`src/rtl/alu_op_cell.sv`:
```
// rtl/alu_op_cell.sv - two-operand collector cell feeding an external combinational operator
//
// Collects two operand words from a valid-only input stream into registers
// A and B, presents them to an external operator, and offers that operator's
// result downstream. While a result is pending, a new input word chains the
// previous result into A so expression trees can be reduced left-to-right.
//
// Ports:
//   i_clk           clock, all state updates on the rising edge
//   i_rst           synchronous active-high reset
//   i_data_valid    i_data carries an operand this cycle (always accepted)
//   i_data          operand word
//   i_result_ready  downstream consumes the result this cycle
//   o_result_valid  both operands held, o_result meaningful
//   o_result        operator result while FULL, zero otherwise
//   o_op_a          first operand to the external operator (register A)
//   o_op_b          second operand to the external operator (register B)
//   i_op_result     combinational operator output for o_op_a/o_op_b

module alu_op_cell #(
  parameter int WIDTH = 32
) (
  input  logic             i_clk,
  input  logic             i_rst,
  input  logic             i_data_valid,
  input  logic [WIDTH-1:0] i_data,
  input  logic             i_result_ready,
  output logic             o_result_valid,
  output logic [WIDTH-1:0] o_result,
  output logic [WIDTH-1:0] o_op_a,
  output logic [WIDTH-1:0] o_op_b,
  input  logic [WIDTH-1:0] i_op_result
);

  typedef enum logic [1:0] {
    EMPTY = 2'd0,
    HALF  = 2'd1,
    FULL  = 2'd2
  } state_t;

  state_t           state;
  state_t           state_nxt;
  logic [WIDTH-1:0] a_q;
  logic [WIDTH-1:0] b_q;
  logic [WIDTH-1:0] a_nxt;
  logic [WIDTH-1:0] b_nxt;

  always_ff @(posedge i_clk) begin
    if (i_rst) begin
      state <= EMPTY;
      a_q   <= '0;
      b_q   <= '0;
    end else begin
      state <= state_nxt;
      a_q   <= a_nxt;
      b_q   <= b_nxt;
    end
  end

  always_comb begin
    state_nxt = state;
    a_nxt     = a_q;
    b_nxt     = b_q;
    case (state)
      EMPTY: begin
        if (i_data_valid) begin
          a_nxt     = i_data;
          state_nxt = HALF;
        end
      end
      HALF: begin
        if (i_data_valid) begin
          b_nxt     = i_data;
          state_nxt = FULL;
        end
      end
      FULL: begin
        if (i_result_ready && i_data_valid) begin
          // Result leaves this cycle; the new word starts a fresh pair.
          a_nxt     = i_data;
          b_nxt     = '0;
          state_nxt = HALF;
        end else if (i_result_ready) begin
          a_nxt     = '0;
          b_nxt     = '0;
          state_nxt = EMPTY;
        end else if (i_data_valid) begin
          // Chaining: the unconsumed result becomes the next left operand.
          a_nxt     = i_op_result;
          b_nxt     = i_data;
          state_nxt = FULL;
        end
      end
      default: begin
        a_nxt     = '0;
        b_nxt     = '0;
        state_nxt = EMPTY;
      end
    endcase
  end

  assign o_op_a         = a_q;
  assign o_op_b         = b_q;
  assign o_result_valid = (state == FULL);
  assign o_result       = (state == FULL) ? i_op_result : '0;

endmodule

```
`config.mk`:
```
export PLATFORM = sky130hd
export DESIGN_NAME = alu_op_cell
export DESIGN_NICKNAME = d
export VERILOG_FILES = /design/src/rtl/alu_op_cell.sv
export SDC_FILE = /design/constraint.sdc
export NUM_CORES = 1
export LEC_CHECK = 0
export ABC_AREA = 1
export CAP_MARGIN = 20
export CORE_UTILIZATION = 35
export DETAILED_ROUTE_END_ITERATION = 8
export PLACE_DENSITY = 0.7
export SLEW_MARGIN = 5
export SYNTH_ARGS = -nofsm -noshare
export SYNTH_HDL_FRONTEND = slang
export SYNTH_SLANG_ARGS = --single-unit
```
`constraint.sdc`:
```
create_clock -name i_clk -period 1.8 [get_ports i_clk]
set_input_delay 0.45 -clock i_clk [delete_from_list [all_inputs] [get_ports i_clk]]
set_output_delay 0.45 -clock i_clk [all_outputs]
set_load 0.01 [all_outputs]
```
==> report_table.html, run 1 <==
<table>
<tr><th>Metric</th><th>Value</th></tr>
<tr><th colspan="2">STA</th></tr>
<tr><td>Number of slew-limit violations in the final report</td><td>0</td></tr>
<tr><td>Least-Margin Pin Slew</td><td>0.239 ns</td></tr>
<tr><td>Worst-case clock skew</td><td>0.00293 ns</td></tr>
<tr><td>Unrepaired setup endpoints after global routing</td><td>yes</td></tr>
<tr><td>Setup ws final</td><td>-0.0475 ns</td></tr>
<tr><td>Smallest hold slack</td><td>0.488 ns</td></tr>
<tr><td>Number of hold-slack violations in the final timing report</td><td>0</td></tr>
<tr><td>Final setup violation count</td><td>22</td></tr>
<tr><td>Worst slew margin relative to its limit</td><td>0.839</td></tr>
<tr><td>Maximum clock frequency</td><td>541 MHz</td></tr>
<tr><td>Minimum period implied by the final worst setup slack</td><td>1.85 ns</td></tr>
<tr><td>Final period util</td><td>1.03</td></tr>
<tr><th colspan="2">Logic synthesis</th></tr>
<tr><td>Synthesized netlist cell count</td><td>556</td></tr>
<tr><td>Cell type contributing the most total cell area after synthesis</td><td>sky130_fd_sc_hd__dfxtp_1</td></tr>
<tr><td>Adder-cell share of the synthesized area</td><td>0.0180</td></tr>
<tr><td>Commonest cells in the netlist</td><td>sky130_fd_sc_hd__nand2_1 (168), sky130_fd_sc_hd__nor2_1 (77), sky130_fd_sc_hd__inv_1 (71), sky130_fd_sc_hd__dfxtp_1 (66), sky130_fd_sc_hd__o21ai_0 (38)</td></tr>
<tr><td>Register area share after synthesis</td><td>0.380</td></tr>
<tr><td>Most numerous cell in the Yosys netlist</td><td>sky130_fd_sc_hd__nand2_1</td></tr>
<tr><td>Synth Net Count</td><td>629</td></tr>
<tr><td>Number of enable flip-flop cells after synthesis</td><td>0</td></tr>
<tr><td>Async SR Flop Fraction</td><td>0</td></tr>
<tr><td>Compound-Gate Fraction of Synth Area</td><td>0.101</td></tr>
<tr><td>Avg Synthesized Cell Area</td><td>6.25 µm²</td></tr>
<tr><td>Area fraction in and, or, nand and nor cells after synthesis</td><td>0.370</td></tr>
<tr><td>Post-synthesis mux area share</td><td>0</td></tr>
<tr><td>Register bit total from synthesis</td><td>66</td></tr>
<tr><td>Yosys warnings</td><td>0</td></tr>
<tr><td>Synth top area share</td><td>0.380</td></tr>
<tr><td>Post-synthesis xor/xnor area fraction</td><td>0</td></tr>
<tr><td>Post-synth design cell area</td><td>0.00348 mm²</td></tr>
<tr><td>Main flop type after synthesis</td><td>sky130_fd_sc_hd__dfxtp_1</td></tr>
<tr><td>Largest family of logic cells by synthesized area</td><td>simple AND/OR/NAND/NOR gates</td></tr>
<tr><td>Unique cell type count in the Yosys netlist</td><td>20</td></tr>
<tr><td>Top cells by area in the synthesized netlist</td><td>sky130_fd_sc_hd__dfxtp_1 (38%), sky130_fd_sc_hd__nand2_1 (18%), sky130_fd_sc_hd__nor2_1 (8.3%), sky130_fd_sc_hd__inv_1 (7.7%), sky130_fd_sc_hd__o21ai_0 (5.5%)</td></tr>
<tr><th colspan="2">Layout</th></tr>
<tr><td>Net count of the finished layout</td><td>820</td></tr>
<tr><td>Synth-to-Final Area Change</td><td>70.5%</td></tr>
<tr><td>Fraction of layout instances using a drive strength above 1</td><td>0.228</td></tr>
<tr><td>Core Util, Final</td><td>0.612</td></tr>
<tr><td>Antenna diodes</td><td>0</td></tr>
<tr><th colspan="2">Setup path</th></tr>
<tr><td>Sequence of cells on the critical path</td><td>inv_2 &gt; ha_4 &gt; buf_8 &gt; buf_8 &gt; nand2_2 &gt; inv_2 &gt; buf_6</td></tr>
<tr><td>Crit-path slowest cell</td><td>sky130_fd_sc_hd__dfxtp_2</td></tr>
<tr><td>Launching element type of the critical path</td><td>flip-flop</td></tr>
<tr><td>Path type of the worst setup path</td><td>flip-flop to output pin</td></tr>
<tr><td>Critical Path Fanout Max</td><td>6</td></tr>
<tr><td>Critical path data arrival time</td><td>1.40 ns</td></tr>
<tr><td>Max incr delay on CP</td><td>0.34 ns</td></tr>
<tr><td>Capturing element type of the critical path</td><td>output pin</td></tr>
<tr><td>Critical path data required time</td><td>1.35 ns</td></tr>
<tr><th colspan="2">Floorplan</th></tr>
<tr><td>Die Height</td><td>102 µm</td></tr>
<tr><td>Area enclosed by the die boundary</td><td>0.0103 mm²</td></tr>
<tr><td>Count of boundary I/O pins</td><td>165</td></tr>
<tr><td>Core ar.</td><td>0.00968 mm²</td></tr>
<tr><td>Horizontal die dimension</td><td>102 µm</td></tr>
<tr><td>Site Rows</td><td>36</td></tr>
<tr><td>Starting density of the core</td><td>0.359</td></tr>
<tr><th colspan="2">Pwr</th></tr>
<tr><td>Largest vdd supply drop</td><td>496 µV</td></tr>
<tr><td>Leakage power total</td><td>2.87 nW</td></tr>
<tr><td>Power per unit of standard cell area</td><td>1050 mW/mm²</td></tr>
<tr><th colspan="2">CTS</th></tr>
<tr><td>Clk Tree Root Cell</td><td>sky130_fd_sc_hd__clkbuf_8</td></tr>
<tr><td>Clock Tree Buf Depth</td><td>2</td></tr>
<tr><td>CTS tree</td><td>done</td></tr>
<tr><td>Clock transition at the registers of the reported paths</td><td>0.07 ns</td></tr>
<tr><td>Total clock buffers created by CTS</td><td>9</td></tr>
<tr><td>Clock Latency Late Sink</td><td>0.33 ns</td></tr>
<tr><td>Clk sinks</td><td>66</td></tr>
<tr><td>H-tree level count</td><td>3</td></tr>
<tr><th colspan="2">Route</th></tr>
<tr><td>Count of nets left with antenna violations after detail routing</td><td>0</td></tr>
<tr><td>Detailed-route wire length</td><td>12300 µm</td></tr>
<tr><td>Via-to-Cell Ratio</td><td>4.67</td></tr>
<tr><td>Average wire length per cell after detail routing</td><td>13.9 µm</td></tr>
<tr><td>First-pass iteration count of the detailed router</td><td>5</td></tr>
<tr><td>Initial DRC Count</td><td>112</td></tr>
<tr><td>Post-detailed-route DRC marker count</td><td>0</td></tr>
<tr><td>Number of vias after detailed routing</td><td>4128</td></tr>
<tr><th colspan="2">Placement</th></tr>
<tr><td>Final weighted congestion of routability-driven global placement</td><td>0.825</td></tr>
<tr><td>Post-DP HPWL</td><td>8770 µm</td></tr>
<tr><td>Buffers added on ports</td><td>164</td></tr>
<tr><th colspan="2">Flow run</th></tr>
<tr><td>Maxcap violations</td><td>0</td></tr>
<tr><th colspan="2">Global routing</th></tr>
<tr><td>Number of antenna violations at the first check in global routing</td><td>0</td></tr>
<tr><td>Pin count of the biggest net entering global routing</td><td>32</td></tr>
<tr><td>Wire length of the first global-routing pass</td><td>18500 µm</td></tr>
<tr><td>Vias in the first global route</td><td>3855</td></tr>
<tr><td>GR Overflow Total</td><td>0</td></tr>
<tr><td>Total GRT Usage</td><td>0.234</td></tr>
<tr><th colspan="2">Status</th></tr>
<tr><td>Result of the run</td><td>finished, violations left</td></tr>
<tr><td>Violated checks</td><td>setup timing</td></tr>
<tr><th colspan="2">Hold path</th></tr>
<tr><td>Class of the tightest hold or removal check</td><td>flip-flop to flip-flop</td></tr>
</table>
## worst paths after layout
path | depth (start not counted) | endpoint | slack [ns] | start
worst min-delay path | 2 | o_op_b[1] | 0.49 | o_op_b[1]
worst max-delay path | 7 | o_result[13] | -0.05 | state[0]
worst min register to register | 2 | o_op_b[1] | 0.49 | o_op_b[1]
worst max register to register | 10 | o_op_a[8] | 0.08 | state[1]
## worst max-delay path: cells and delay by family, from the launching register on
family                     cells  cell delay (ns)
adders and majority gates      1             0.16
buffers and inverters          5             0.48
DFF                            1             0.34
and+or+nand+nor                1             0.08
## registers in the layout, summed over array words and instances, names as in the netlist
signal  flops
o_op_a     32
o_op_b     32
state       2
## per-stage QoR
stage	area (µm²)	TNS, ns	cells	setup slack [ns]	power [mW]
CTS	5740	-1.70	883	-0.128	6.13
floorplan	3480	0	556	0.221	3.40
detailed placement	5560	-14.57	863	-0.255	4.88
global placement	5560	-14.12	863	-0.254	4.83
global route	5930	-1.84	884	-0.103	6.63
finish	5930	-0.646	884	-0.0475	6.22
## routing by layer
| metal | global-route usage | vias to the layer above | routed length, µm |
|---|---|---|---|
| li1 | - | 2080 | - |
| met1 | 0.275 | 1854 | 5070 |
| met2 | 0.405 | 171 | 5880 |
| met3 | 0.0559 | 23 | 971 |
| met4 | 0.0981 | 0 | 331 |
| met5 | 0 | - | 0 |
## cells by family (layout without fill, tap and decap cells)
family                     count (synthesis)  in the layout
and+or+nand+nor                          307            307
buffers and inverters                    108            303
adders and majority gates                  5              5
AOI/OAI and AO/OA                         70             70
DFF                                       66             66
## what timing repair did
item,in CTS,in global routing
hold endpoints to repair,0,0
gates resized for setup,137,76
hold buffers,0,0
endpoints found under the setup margin,33,49
setup buffers,3,1
gates cloned,2,1
pin swaps,1,10
## power by group
group	internal (mW)	switching, mW	total (mW)
registers	1.75	0.156	1.91
clock network	0.624	0.570	1.19
logic	1.49	1.62	3.11
## final cells by class
cell class,count,area (µm²)
well taps,133,166
clock inverters,6,58.8
fillers,874,3750
flip-flops and latches,66,1320
clock buffers,9,124
repair buffers,215,2160
multi-input cells,382,1830
inverters,73,274
## cell usage in the layout, fill, tap and decap left out, drive strengths merged
cell type      count
nand2            173
bufinv             1
clkbuf            10
nor2              98
a21oi             14
nand3              4
nor3              21
buf               82
clkdlybuf4s50    131
clkdlybuf4s15      1
ha                 5
clkinv             5
nand4             11
inv               73
dfxtp             66
o21ai             56
Note: power is estimated with default switching activity, not from simulation.
==> run 2, diff against run 1 <==
CELL_PAD_IN_SITES_DETAIL_PLACEMENT = 1   (was not set)
CELL_PAD_IN_SITES_GLOBAL_PLACEMENT = 1   (was not set)
CORE_MARGIN = 10   (was not set)
CORE_UTILIZATION = 27   (was 35)
PLACE_DENSITY = not set   (was 0.7)
PLACE_DENSITY_LB_ADDON = 0.1   (was not set)
SLEW_MARGIN = not set   (was 5)
==> run 2 against run 1 <==
Final area rose by 6.8%. Highest routed layer unchanged. Clock-buffer cell count rose by 3. Flip-flop and latch count did not move. Die area rose by 72%. Power rose by 18%. Hold slack got worse by 0.00095 ns. Wire length rose by 27%. Clock skew rose by 0.00066 ns. The run still ends with setup timing left. Sequential power barely moved. Via count rose by 3.3%. Core utilization fell by 11 points. Maximum frequency rose by 0.40%.
==> report_table.html, run 2 (synthesis gave the netlist of run 1 again) <==
<table>
<tr><th>Metric</th><th>Value</th></tr>
<tr><th colspan="2">CTS</th></tr>
<tr><td>Clock Tree Buf Depth</td><td>2</td></tr>
<tr><td>Clock transition at the registers of the reported paths</td><td>0.06 ns</td></tr>
<tr><td>Clock Latency Late Sink</td><td>0.34 ns</td></tr>
<tr><td>H-tree level count</td><td>3</td></tr>
<tr><td>Clk sinks</td><td>66</td></tr>
<tr><td>Total clock buffers created by CTS</td><td>9</td></tr>
<tr><td>CTS tree</td><td>done</td></tr>
<tr><td>Clk Tree Root Cell</td><td>sky130_fd_sc_hd__clkbuf_16</td></tr>
<tr><th colspan="2">STA</th></tr>
<tr><td>Final setup violation count</td><td>19</td></tr>
<tr><td>Least-Margin Pin Slew</td><td>0.265 ns</td></tr>
<tr><td>Worst-case clock skew</td><td>0.00359 ns</td></tr>
<tr><td>Final period util</td><td>1.02</td></tr>
<tr><td>Unrepaired setup endpoints after global routing</td><td>yes</td></tr>
<tr><td>Worst slew margin relative to its limit</td><td>0.823</td></tr>
<tr><td>Maximum clock frequency</td><td>543 MHz</td></tr>
<tr><td>Number of hold-slack violations in the final timing report</td><td>0</td></tr>
<tr><td>Number of slew-limit violations in the final report</td><td>0</td></tr>
<tr><td>Minimum period implied by the final worst setup slack</td><td>1.84 ns</td></tr>
<tr><td>Setup ws final</td><td>-0.0401 ns</td></tr>
<tr><td>Smallest hold slack</td><td>0.487 ns</td></tr>
<tr><th colspan="2">Pwr</th></tr>
<tr><td>Leakage power total</td><td>3.03 nW</td></tr>
<tr><td>Largest vdd supply drop</td><td>605 µV</td></tr>
<tr><td>Power per unit of standard cell area</td><td>1160 mW/mm²</td></tr>
<tr><th colspan="2">Global routing</th></tr>
<tr><td>Number of antenna violations at the first check in global routing</td><td>0</td></tr>
<tr><td>Total GRT Usage</td><td>0.169</td></tr>
<tr><td>Wire length of the first global-routing pass</td><td>24000 µm</td></tr>
<tr><td>Pin count of the biggest net entering global routing</td><td>35</td></tr>
<tr><td>GR Overflow Total</td><td>0</td></tr>
<tr><td>Vias in the first global route</td><td>4477</td></tr>
<tr><th colspan="2">Layout</th></tr>
<tr><td>Net count of the finished layout</td><td>834</td></tr>
<tr><td>Fillcell total</td><td>1603</td></tr>
<tr><td>Synth-to-Final Area Change</td><td>82.1%</td></tr>
<tr><td>Most frequent cells in the layout</td><td>sky130_fd_sc_hd__nand2_1 (147), sky130_fd_sc_hd__clkdlybuf4s50_1 (131), sky130_fd_sc_hd__nor2_1 (74), sky130_fd_sc_hd__dfxtp_1 (64), sky130_fd_sc_hd__inv_1 (52)</td></tr>
<tr><td>Fraction of layout instances using a drive strength above 1</td><td>0.257</td></tr>
<tr><td>Most common library cell in the layout ignoring fill and taps</td><td>sky130_fd_sc_hd__nand2_1</td></tr>
<tr><td>Antenna diodes</td><td>0</td></tr>
<tr><th colspan="2">Placement</th></tr>
<tr><td>Pre-CTS setup slack</td><td>-0.265 ns</td></tr>
<tr><td>Buffers added on ports</td><td>164</td></tr>
<tr><td>Post-DP HPWL</td><td>11000 µm</td></tr>
<tr><td>Final weighted congestion of routability-driven global placement</td><td>0.789</td></tr>
<tr><th colspan="2">Setup path</th></tr>
<tr><td>Max incr delay on CP</td><td>0.33 ns</td></tr>
<tr><td>Critical Path Fanout Max</td><td>6</td></tr>
<tr><td>Path type of the worst setup path</td><td>flip-flop to output pin</td></tr>
<tr><td>Launching element type of the critical path</td><td>flip-flop</td></tr>
<tr><td>Crit-path slowest cell</td><td>sky130_fd_sc_hd__dfxtp_2</td></tr>
<tr><td>Critical path data required time</td><td>1.35 ns</td></tr>
<tr><td>Critical path data arrival time</td><td>1.39 ns</td></tr>
<tr><td>Sequence of cells on the critical path</td><td>inv_2 &gt; ha_4 &gt; buf_6 &gt; buf_12 &gt; nand2_2 &gt; inv_2 &gt; buf_6</td></tr>
<tr><td>Capturing element type of the critical path</td><td>output pin</td></tr>
<tr><th colspan="2">Route</th></tr>
<tr><td>First-pass iteration count of the detailed router</td><td>4</td></tr>
<tr><td>Count of nets left with antenna violations after detail routing</td><td>0</td></tr>
<tr><td>Average wire length per cell after detail routing</td><td>16.6 µm</td></tr>
<tr><td>Detailed-route wire length</td><td>15600 µm</td></tr>
<tr><td>Number of vias after detailed routing</td><td>4264</td></tr>
<tr><td>Post-detailed-route DRC marker count</td><td>0</td></tr>
<tr><td>Via-to-Cell Ratio</td><td>4.55</td></tr>
<tr><td>Initial DRC Count</td><td>176</td></tr>
<tr><th colspan="2">Floorplan</th></tr>
<tr><td>Starting density of the core</td><td>0.276</td></tr>
<tr><td>Horizontal die dimension</td><td>133 µm</td></tr>
<tr><td>Area enclosed by the die boundary</td><td>0.0178 mm²</td></tr>
<tr><td>Count of boundary I/O pins</td><td>165</td></tr>
<tr><td>Core ar.</td><td>0.0126 mm²</td></tr>
<tr><td>Die Height</td><td>133 µm</td></tr>
<tr><td>Site Rows</td><td>41</td></tr>
<tr><th colspan="2">Hold path</th></tr>
<tr><td>Class of the tightest hold or removal check</td><td>flip-flop to flip-flop</td></tr>
<tr><th colspan="2">Flow run</th></tr>
<tr><td>Maxcap violations</td><td>0</td></tr>
<tr><th colspan="2">Status</th></tr>
<tr><td>Violated checks</td><td>setup timing</td></tr>
<tr><td>Result of the run</td><td>finished, violations left</td></tr>
</table>
run 2: through the flow:
step,utilization,instance area [µm²],TNS [ns],instances,power (mW)
2_1_floorplan,-,3480,0,556,3.40
3_3_place_gp,0.449,5670,-12.77,910,4.90
3_5_place_dp,0.449,5670,-13.90,910,4.97
4_1_cts,0.483,6100,-1.04,933,7.12
5_1_grt,0.502,6330,-1.98,938,7.81
6_report,0.502,6330,-0.497,938,7.34
run 2: power by group:
group / internal, mW / total, mW / switching, mW
logic: 1.64 / 3.42 / 1.78
clock network: 1.32 / 2.00 / 0.673
registers: 1.76 / 1.92 / 0.165
total: 4.72 / 7.34 / 2.62
run 2: path summary, 6_finish.rpt:
path,from,endpoint,slack (ns),depth (start not counted)
worst max-delay path,state[0],o_result[17],-0.04,7
worst min-delay path,o_op_b[25],o_op_b[25],0.49,2
worst max register to register,state[0],o_op_a[17],0.04,12
worst min register to register,o_op_b[25],o_op_b[25],0.49,2
run 2: final cells by class:
cell class	count	area, µm²	area share
Timing Repair Buffer	229	2320	0.366
Sequential cell	66	1320	0.209
Multi-Input combinational cell	382	1860	0.294
Clock buffer	12	267	0.0421
Clock inverter	4	72.6	0.0115
Tap cell	172	215	0.0340
Inverter	73	274	0.0433
run 2: layer usage:
layer | wire length (µm) | track usage | up-vias
met3 | 1120 | 0.0714 | 18
met5 | 0 | 0 | -
met2 | 7580 | 0.288 | 120
met1 | 6660 | 0.187 | 2018
met4 | 217 | 0.0490 | 0
li1 | - | - | 2108
run 2: worst max-delay path, delay by kind of cell (launching register included):
family | cells | cell delay (ns)
buffers and inverters | 5 | 0.46
DFF | 1 | 0.33
adders and majority gates | 1 | 0.17
and+or+nand+nor | 1 | 0.07
run 2: repair_timing:
action	CTS	global route
buffers inserted	5	3
endpoints found under the setup margin	36	72
hold buffers	0	0
cloned	3	3
gates resized for setup	178	64
pin swaps	5	3
==> run 3, diff against run 2 <==
CTS_CLUSTER_SIZE = 14   (was not set)
GPL_TIMING_DRIVEN = 0   (was not set)
==> run 3 against run 2 <==
The run still ends with setup timing left. Core utilization decreased by 2.1 points. Via count down 2.1%. Final area is 4.2% lower. Critical path depth stayed put. Setup slack got worse by 0.054 ns. First-iteration DRC count down 14%. Power decreased by 6.1%. Clock-buffer cell count up 3. Flip-flop and latch count stayed put. Global-route usage grew 0.20 points.
==> report_table.html, run 3 (synthesis gave the netlist of run 1 again) <==
<table>
<tr><th>Metric</th><th>Value</th></tr>
<tr><th colspan="2">Layout</th></tr>
<tr><td>Synth-to-Final Area Change</td><td>74.4%</td></tr>
<tr><td>Fraction of layout instances using a drive strength above 1</td><td>0.225</td></tr>
<tr><td>Post-route standard cell area excluding fillers</td><td>0.00606 mm²</td></tr>
<tr><td>Core Util, Final</td><td>0.480</td></tr>
<tr><td>Net count of the finished layout</td><td>816</td></tr>
<tr><td>Most frequent cells in the layout</td><td>sky130_fd_sc_hd__nand2_1 (143), sky130_fd_sc_hd__clkdlybuf4s50_1 (130), sky130_fd_sc_hd__nor2_1 (76), sky130_fd_sc_hd__dfxtp_1 (64), sky130_fd_sc_hd__inv_1 (48)</td></tr>
<tr><td>Non-filler cells, final</td><td>921</td></tr>
<tr><td>Most common library cell in the layout ignoring fill and taps</td><td>sky130_fd_sc_hd__nand2_1</td></tr>
<tr><td>Fillcell total</td><td>1610</td></tr>
<tr><th colspan="2">Global routing</th></tr>
<tr><td>Pin count of the biggest net entering global routing</td><td>11</td></tr>
<tr><td>Number of antenna violations at the first check in global routing</td><td>0</td></tr>
<tr><td>Total GRT Usage</td><td>0.171</td></tr>
<tr><td>Vias in the first global route</td><td>4518</td></tr>
<tr><td>Wire length of the first global-routing pass</td><td>24200 µm</td></tr>
<tr><td>GR Overflow Total</td><td>0</td></tr>
<tr><th colspan="2">Flow run</th></tr>
<tr><td>Maxcap violations</td><td>0</td></tr>
<tr><th colspan="2">Route</th></tr>
<tr><td>Average wire length per cell after detail routing</td><td>17.2 µm</td></tr>
<tr><td>Detailed-route wire length</td><td>15800 µm</td></tr>
<tr><td>Count of nets left with antenna violations after detail routing</td><td>0</td></tr>
<tr><td>Initial DRC Count</td><td>151</td></tr>
<tr><td>Number of vias after detailed routing</td><td>4174</td></tr>
<tr><td>Via-to-Cell Ratio</td><td>4.53</td></tr>
<tr><td>Post-detailed-route DRC marker count</td><td>0</td></tr>
<tr><td>First-pass iteration count of the detailed router</td><td>4</td></tr>
<tr><th colspan="2">Placement</th></tr>
<tr><td>Pre-CTS setup slack</td><td>-0.695 ns</td></tr>
<tr><td>Standard cell area after detailed placement</td><td>0.00532 mm²</td></tr>
<tr><td>Final weighted congestion of routability-driven global placement</td><td>0.817</td></tr>
<tr><td>Placed insts</td><td>891</td></tr>
<tr><td>Post-DP HPWL</td><td>11800 µm</td></tr>
<tr><td>Buffers added on ports</td><td>163</td></tr>
<tr><th colspan="2">CTS</th></tr>
<tr><td>Clk sinks</td><td>66</td></tr>
<tr><td>Clock transition at the registers of the reported paths</td><td>0.05 ns</td></tr>
<tr><td>H-tree level count</td><td>3</td></tr>
<tr><td>Clock Latency Late Sink</td><td>0.34 ns</td></tr>
<tr><td>Clock Tree Buf Depth</td><td>2</td></tr>
<tr><td>Total clock buffers created by CTS</td><td>9</td></tr>
<tr><td>CTS tree</td><td>done</td></tr>
<tr><td>Clk Tree Root Cell</td><td>sky130_fd_sc_hd__clkbuf_16</td></tr>
<tr><td>CTS Hold Bufs</td><td>0</td></tr>
<tr><th colspan="2">Floorplan</th></tr>
<tr><td>Count of boundary I/O pins</td><td>165</td></tr>
<tr><td>Starting density of the core</td><td>0.276</td></tr>
<tr><td>Horizontal die dimension</td><td>133 µm</td></tr>
<tr><td>Die Height</td><td>133 µm</td></tr>
<tr><td>Area enclosed by the die boundary</td><td>0.0178 mm²</td></tr>
<tr><td>Site Rows</td><td>41</td></tr>
<tr><td>Core ar.</td><td>0.0126 mm²</td></tr>
<tr><th colspan="2">STA</th></tr>
<tr><td>Maximum clock frequency</td><td>528 MHz</td></tr>
<tr><td>Worst slew margin relative to its limit</td><td>0.615</td></tr>
<tr><td>Setup ws final</td><td>-0.0946 ns</td></tr>
<tr><td>Unrepaired setup endpoints after global routing</td><td>yes</td></tr>
<tr><td>Number of slew-limit violations in the final report</td><td>0</td></tr>
<tr><td>Final setup violation count</td><td>30</td></tr>
<tr><td>Number of hold-slack violations in the final timing report</td><td>0</td></tr>
<tr><td>Minimum period implied by the final worst setup slack</td><td>1.89 ns</td></tr>
<tr><td>Worst-case clock skew</td><td>0.00291 ns</td></tr>
<tr><td>Final period util</td><td>1.05</td></tr>
<tr><td>Smallest hold slack</td><td>0.482 ns</td></tr>
<tr><td>Least-Margin Pin Slew</td><td>0.578 ns</td></tr>
<tr><td>Final-layout setup total negative slack</td><td>-2.00 ns</td></tr>
<tr><th colspan="2">Pwr</th></tr>
<tr><td>Leakage power total</td><td>2.92 nW</td></tr>
<tr><td>Power per unit of standard cell area</td><td>1140 mW/mm²</td></tr>
<tr><td>Power, Total</td><td>6.89 mW</td></tr>
<tr><td>Largest vdd supply drop</td><td>542 µV</td></tr>
<tr><th colspan="2">Hold path</th></tr>
<tr><td>Class of the tightest hold or removal check</td><td>flip-flop to flip-flop</td></tr>
<tr><th colspan="2">Status</th></tr>
<tr><td>Violated checks</td><td>setup timing</td></tr>
<tr><td>Result of the run</td><td>finished, violations left</td></tr>
<tr><th colspan="2">Setup path</th></tr>
<tr><td>Critical Path Fanout Max</td><td>5</td></tr>
<tr><td>Critical path data required time</td><td>1.35 ns</td></tr>
<tr><td>Capturing element type of the critical path</td><td>output pin</td></tr>
<tr><td>Critical path data arrival time</td><td>1.44 ns</td></tr>
<tr><td>Path type of the worst setup path</td><td>flip-flop to output pin</td></tr>
<tr><td>Launching element type of the critical path</td><td>flip-flop</td></tr>
</table>
## run 3: power breakdown
group | switching [mW] | total, mW | leakage (nW) | internal (mW)
clock | 0.651 | 1.77 | 0.152 | 1.12
combinational | 1.75 | 3.21 | 2.23 | 1.46
sequential | 0.155 | 1.91 | 0.543 | 1.76
total | 2.56 | 6.89 | 2.92 | 4.34
## run 3: repair_timing
item,CTS,global route
gates resized for setup,171,98
pin swaps,4,12
endpoints found under the setup margin,85,88
buffers inserted,2,7
cloned,1,3
hold endpoints to repair,0,0
## run 3: worst max-delay path, stage by stage (launching register included)
cell                        delay (ns)
sky130_fd_sc_hd__dfxtp_4          0.36
sky130_fd_sc_hd__inv_4            0.04
sky130_fd_sc_hd__ha_4             0.17
sky130_fd_sc_hd__buf_12           0.15
sky130_fd_sc_hd__clkbuf_16        0.16
sky130_fd_sc_hd__nand2_2          0.06
sky130_fd_sc_hd__inv_1            0.05
sky130_fd_sc_hd__buf_6            0.11
## run 3: layout make-up
class,count,area (µm²),area share
plain buffers,35,290,0.0479
inverters,73,277,0.0456
flip-flops and latches,66,1330,0.219
clock inverters,1,5.00,0.000825
repair buffers,176,1750,0.288
multi-input cells,382,1900,0.313
clock buffers,15,298,0.0491
diodes,1,2.50,0.000413
well taps,172,215,0.0355
## run 3: final timing paths
kind              startpoint            to  slack [ns]  depth (start not counted)
setup reg to reg    state[0]    o_op_a[22]        0.07                         11
setup / recovery    state[0]  o_result[23]       -0.09                          7
hold / removal    o_op_b[23]    o_op_b[23]        0.48                          2
hold reg to reg   o_op_b[23]    o_op_b[23]        0.48                          2
## run 3: routing by layer
metal,routed length [µm],global-route usage
met4,183,0.0381
met1,6490,0.191
met5,0,0
met3,1340,0.0778
met2,7800,0.290
